File: src/rtl/slave_responder_if.sv
// Crossbar slave-port bundle for slave_responder.
// The err signal exists only when SLAVE_RESP_ERR_EN is defined.
interface slave_responder_if #(
  parameter int unsigned ADDR_W = 8
);
  logic              req;
  logic              cmd;
  logic [ADDR_W-1:0] addr;
  logic [31:0]       wdata;
  logic              ack;
  logic              resp;
  logic [31:0]       rdata;
  logic              busy;
`ifdef SLAVE_RESP_ERR_EN
  logic              err;

  modport master (output req, cmd, addr, wdata, input ack, resp, rdata, busy, err);
  modport slave  (input req, cmd, addr, wdata, output ack, resp, rdata, busy, err);
`else
  modport master (output req, cmd, addr, wdata, input ack, resp, rdata, busy);
  modport slave  (input req, cmd, addr, wdata, output ack, resp, rdata, busy);
`endif
endinterface

File: src/rtl/slave_responder.sv
// Slave-end endpoint: one request at a time against a word memory, fixed-latency resp.
// Optional SLAVE_RESP_ERR_EN: out-of-range addresses are flagged on err instead of aliasing.
module slave_responder #(
  parameter int unsigned ADDR_W  = 8,
  parameter int unsigned DEPTH   = 64,
  parameter int unsigned LATENCY = 2
) (
  input  logic                clk,
  input  logic                rst_n,
  slave_responder_if.slave    bus
);

  localparam int unsigned IDX_W = (DEPTH > 1) ? $clog2(DEPTH) : 1;

  typedef enum logic {IDLE, WAIT} state_e;

  state_e            state_q, state_d;
  logic [3:0]        cnt_q, cnt_d;
  logic              cmd_q, cmd_d;
  logic [IDX_W-1:0]  idx_q, idx_d;
  logic              ack_q, ack_d;
  logic              resp_q, resp_d;
  logic [31:0]       rdata_q, rdata_d;
  logic              mem_we;
  logic [IDX_W-1:0]  req_idx;
  logic              acc_ok;
  logic              lat_ok;

  logic [31:0]       mem [DEPTH];

  // Modulo keeps every address bit in the index path; for power-of-two DEPTH it is a bit select.
  assign req_idx = IDX_W'({1'b0, bus.addr} % (ADDR_W+1)'(DEPTH));

`ifdef SLAVE_RESP_ERR_EN
  logic oor_q, oor_d;
  logic err_q, err_d;

  assign acc_ok  = ({1'b0, bus.addr} < (ADDR_W+1)'(DEPTH));
  assign lat_ok  = ~oor_q;
  assign bus.err = err_q;
`else
  assign acc_ok = 1'b1;
  assign lat_ok = 1'b1;
`endif

  always_comb begin
    state_d = state_q;
    cnt_d   = cnt_q;
    cmd_d   = cmd_q;
    idx_d   = idx_q;
    ack_d   = 1'b0;
    resp_d  = 1'b0;
    rdata_d = rdata_q;
    mem_we  = 1'b0;
`ifdef SLAVE_RESP_ERR_EN
    oor_d   = oor_q;
    err_d   = 1'b0;
`endif
    unique case (state_q)
      IDLE: begin
        if (bus.req) begin
          state_d = WAIT;
          cnt_d   = 4'(LATENCY);
          cmd_d   = bus.cmd;
          idx_d   = req_idx;
          ack_d   = 1'b1;
          mem_we  = bus.cmd & acc_ok;
`ifdef SLAVE_RESP_ERR_EN
          oor_d   = ~acc_ok;
`endif
        end
      end
      WAIT: begin
        cnt_d = cnt_q - 4'd1;
        if (cnt_q == 4'd1) begin
          state_d = IDLE;
          resp_d  = 1'b1;
          if (!cmd_q && lat_ok) rdata_d = mem[idx_q];
`ifdef SLAVE_RESP_ERR_EN
          err_d   = oor_q;
`endif
        end
      end
    endcase
  end

  always_ff @(posedge clk or negedge rst_n) begin
    if (!rst_n) begin
      state_q <= IDLE;
      cnt_q   <= '0;
      cmd_q   <= 1'b0;
      idx_q   <= '0;
      ack_q   <= 1'b0;
      resp_q  <= 1'b0;
      rdata_q <= '0;
`ifdef SLAVE_RESP_ERR_EN
      oor_q   <= 1'b0;
      err_q   <= 1'b0;
`endif
    end else begin
      state_q <= state_d;
      cnt_q   <= cnt_d;
      cmd_q   <= cmd_d;
      idx_q   <= idx_d;
      ack_q   <= ack_d;
      resp_q  <= resp_d;
      rdata_q <= rdata_d;
`ifdef SLAVE_RESP_ERR_EN
      oor_q   <= oor_d;
      err_q   <= err_d;
`endif
    end
  end

  // Memory is deliberately outside the reset domain; writes commit at acceptance.
  always_ff @(posedge clk) begin
    if (mem_we) mem[req_idx] <= bus.wdata;
  end

  assign bus.ack   = ack_q;
  assign bus.resp  = resp_q;
  assign bus.rdata = rdata_q;
  assign bus.busy  = (state_q == WAIT);

endmodule

File: src/flat_wrapper.sv
// flat-port wrapper written by rule: the top's interface ports become plain ports
module slave_responder_flat 
#(
  parameter int unsigned ADDR_W  = 8,
  parameter int unsigned DEPTH   = 64,
  parameter int unsigned LATENCY = 2
)
  (clk, rst_n, bus_req, bus_cmd, bus_addr, bus_wdata, bus_ack, bus_resp, bus_rdata, bus_busy);
  slave_responder_if #(.ADDR_W(ADDR_W)) bus_i ();
  input  logic clk;
  input  logic rst_n;
  input wire logic [$bits(bus_i.req)-1:0] bus_req;
  input wire logic [$bits(bus_i.cmd)-1:0] bus_cmd;
  input wire logic [$bits(bus_i.addr)-1:0] bus_addr;
  input wire logic [$bits(bus_i.wdata)-1:0] bus_wdata;
  output wire logic [$bits(bus_i.ack)-1:0] bus_ack;
  output wire logic [$bits(bus_i.resp)-1:0] bus_resp;
  output wire logic [$bits(bus_i.rdata)-1:0] bus_rdata;
  output wire logic [$bits(bus_i.busy)-1:0] bus_busy;
  assign bus_i.req = bus_req;
  assign bus_i.cmd = bus_cmd;
  assign bus_i.addr = bus_addr;
  assign bus_i.wdata = bus_wdata;
  assign bus_ack = bus_i.ack;
  assign bus_resp = bus_i.resp;
  assign bus_rdata = bus_i.rdata;
  assign bus_busy = bus_i.busy;
  slave_responder #(.ADDR_W(ADDR_W), .DEPTH(DEPTH), .LATENCY(LATENCY)) u_core (.clk(clk), .rst_n(rst_n), .bus(bus_i));
endmodule
File: config.mk
export PLATFORM = sky130hd
export DESIGN_NAME = slave_responder_flat
export DESIGN_NICKNAME = d
export VERILOG_FILES = /design/src/rtl/slave_responder_if.sv /design/src/rtl/slave_responder.sv /design/src/flat_wrapper.sv
export SDC_FILE = /design/constraint.sdc
export NUM_CORES = 2
export LEC_CHECK = 0
export BUFFER_PORTS_ARGS = -buffer_cell sky130_fd_sc_hd__buf_2
export CORE_UTILIZATION = 44
export CTS_BUF_LIST = sky130_fd_sc_hd__clkbuf_4 sky130_fd_sc_hd__clkbuf_8
export DETAILED_ROUTE_END_ITERATION = 12
export SKIP_CTS_REPAIR_TIMING = 1
export SLEW_MARGIN = 20
export SYNTH_ARGS = -nofsm -noshare
export SYNTH_HDL_FRONTEND = slang
export SYNTH_SLANG_ARGS = --single-unit
File: constraint.sdc
create_clock -name clk -period 3.8 [get_ports clk]
set_input_delay 0.38 -clock clk [delete_from_list [all_inputs] [get_ports clk]]
set_output_delay 0.38 -clock clk [all_outputs]
set_load 0.05 [all_outputs]
==> impl_metrics.tcl <==
set metrics [dict create \
    run_status "complete, but fails checks" \
    violations "DRC" \
    setup_viol 0 \
    max_cap_violations 0 \
    syn-instance-count 3954 \
    io_pins 79 \
    clock_latency_ns 1.05 \
    postPlaceCellArea_sq_um 85700 \
    overflow 0 \
    areaGrowthSynthToFinish_pct 14.8 \
    dieArea_sq_um 186000 \
    htree_num_levels 5 \
    numCtsBuffers 353 \
    antenna_left 0 \
    root_buffer "clkbuf_8" \
    slew_viol_final 0 \
    cts_buffer_depth 4 \
    die_x_um 431 \
    yosysTopAreaCell "edfxtp_1" \
    min_to "u_core.bus.busy" \
    rsz0062_at_grt "false" \
    row_count 157 \
    finalPower_w 0.0628 \
    antenna_found_initial 5 \
    gr-usage-met3_pct 4.09 \
    drc 4 \
    synth_warnings 0 \
    fin_area_sq_um 92900 \
    fin_ws_ns 0.790 \
    relSlewSlack_pct 25.6 \
    async_reset_ff_share_pct 2.20 \
    clk_pin_slew_ns 0.06 \
    grt_use_total_pct 21.4 \
    cts_tree "yes" \
    clock_sinks 2094 \
    grt_use_met1_pct 28.1 \
    ff2ff_path_depth 8 \
    grt.met2_usage_pct 35.3 \
    drive_above_1_share_pct 23.9 \
    leakage_nw 31.0 \
    grt_pass1_vias 40900 \
    synth_top_area_share_pct 76.0 \
    wl_um 199000 \
    fin_skew_ns 0.0704 \
    crit_type "flop to flop" \
    min_path_type "primary input to flop" \
    r2r_start "u_core.idx_q[2]" \
    synth_flop_cell "edfxtp_1" \
    synth-edff-count 2048 \
    synth_area_leaders "edfxtp_1 (76%), mux2i_1 (8.7%), mux4_2 (6.2%), a22oi_1 (1.8%), dfrtp_1 (1.4%)" \
    crit_required_ns 4.71 \
    multi_input_area_sq_um 17500 \
    ys_ff_latch 2094 \
    viasPerCell 5.63 \
    peakVddDrop_uv 623 \
    worstHoldStart "bus_req" \
    dpl_worst_slack_ns 0.811 \
    crit_path_start_kind "flop" \
    final-hold-violation-count 0 \
    syn_area_sq_um 81000 \
    core_region_area_sq_um 183000 \
    place_hpwl_um 106000 \
    area.sequential_sq_um 62700 \
    first_iter_violations 3386 \
    pwr_density_cell_nw_per_um2 676 \
    ff2ff_setup_slack_ns 0.79 \
    fin_tns_setup_ns 0 \
    nets 4421 \
    start_util_pct 44.3 \
    hold-worst-slack_ns 0.189 \
    fin_crit_sh_pct 79.2 \
    worst-path-max-fanout 36 \
    r2r-end "u_core.bus.rdata[7]" \
    max_freq_ghz 0.332 \
    avgSynthCellArea_sq_um 20.5 \
    place_congestion 0.767 \
    die_h_um 431 \
    ys_types 39 \
    first_pass_iters 9 \
    fillers 14600 \
    worst_ep_arrival_time_ns 3.92 \
    fin_crit_ns 3.01 \
    worstHoldPathCells 4 \
    portBuffers 76 \
    route.vias.total 39900 \
    grt_pass1_wl_um 285000 \
    syn-num-nets 4000 \
    grt.busiest_layer "met2" \
    wire_per_inst_um 28.0 \
    yosysSeqAreaShare_pct 77.4 \
    grt_max_degree 83 \
    crit_path_end_kind "flop" \
    tightestPinTransition_ns 1.11 \
]
cell usage in the layout (no fill, tap or decap), drive strengths merged, types with 64 or more instances in the layout:
cell type | Yosys | final
edfxtp | 2048 | 2048
clkbuf | 63 | 523
mux2i | 704 | 704
buf | 163 | 248
nor2 | 74 | 74
clkinv | 0 | 70
a21oi | 64 | 64
nand2 | 79 | 79
a22oi | 193 | 193
nand3 | 129 | 129
mux4 | 256 | 256
sequential cells by signal, summed over array words and instances, names as in the netlist:
signal	cells
u_core.mem	2048
u_core.bus.rdata	32
u_core.idx_q	6
u_core.cnt_q	4
u_core.bus.ack	1
u_core.bus.busy	1
u_core.bus.resp	1
u_core.cmd_q	1
worst max-delay path by stage:
stage                          from                   end  slack (ns)  cells past startpoint
floorplan           u_core.bus.busy     u_core.mem[62][0]        0.25                      6
global placement            bus_req    u_core.mem[13][19]        0.80                      7
detailed placement          bus_req    u_core.mem[13][24]        0.81                      7
CTS                 u_core.bus.busy    u_core.mem[13][21]        0.79                      6
global route        u_core.idx_q[4]  u_core.bus.rdata[20]        0.61                      7
finish              u_core.idx_q[2]   u_core.bus.rdata[7]        0.79                      8
critical path, stage by stage, from the launching register on:
cell	delay, ns
dfrtp_4	0.83
buf_12	0.28
buf_12	0.29
buf_4	0.29
mux2i_1	0.24
a22oi_1	0.09
nand3_1	0.19
nand4_1	0.23
a221o_1	0.38
power breakdown:
group          internal, W  switching, W
Combinational      0.00717        0.0102
Clock               0.0107       0.00854
Sequential          0.0256      0.000589
Total               0.0434        0.0194
layout make-up:
class	count	area share (%)
clock inverters	77	0.439
inverters	4	0.0188
diodes	12	0.0323
repair buffers	292	3.15
well taps	2464	3.32
flip-flops and latches	2094	67.4
multi-input cells	1630	18.9
clock buffers	523	6.74
cells by family (layout without fill, tap and decap cells):
family	count (synthesis)	after routing	share of synthesized area [%]
muxes	967	967	16.1
buffers and inverters	230	896	1.60
other	0	12	0
DFF	2094	2094	77.4
and+or+nand+nor	335	335	1.95
adders and majority gates	2	2	0.0309
AOI/OAI and AO/OA	326	326	2.96
stage by stage:
stage | instances | util, %
after floorplan | 3954 | -
after global routing | 7089 | 50.8
final | 7096 | 50.8
after CTS | 7038 | 50.5
after global placement | 6437 | 46.8
after detailed placement | 6438 | 46.8
synthesized netlist by cell type, types with 2 or more instances:
| master | n |
|---|---|
| a21oi_1 | 64 |
| a221o_1 | 32 |
| a22o_1 | 32 |
| a22oi_1 | 193 |
| buf_1 | 14 |
| buf_12 | 4 |
| buf_2 | 103 |
| buf_4 | 25 |
| buf_6 | 15 |
| buf_8 | 2 |
| clkbuf_1 | 61 |
| dfrtp_1 | 46 |
| edfxtp_1 | 2048 |
| ha_1 | 2 |
| inv_1 | 3 |
| mux2_2 | 7 |
| mux2i_1 | 704 |
| mux4_1 | 32 |
| mux4_2 | 224 |
| nand2_1 | 79 |
| nand2b_1 | 2 |
| nand3_1 | 129 |
| nand3b_1 | 3 |
| nand4_1 | 34 |
| nor2_1 | 73 |
| nor2b_1 | 6 |
| o21ai_0 | 5 |
routing by layer:
| metal | vias to the layer above | share of wire, % |
|---|---|---|
| met5 | - | 0 |
| met2 | 1267 | 49 |
| li1 | 17200 | - |
| met3 | 389 | 6.1 |
| met4 | 0 | 3.4 |
| met1 | 21000 | 41 |
Power figures use the tool's default switching activity.
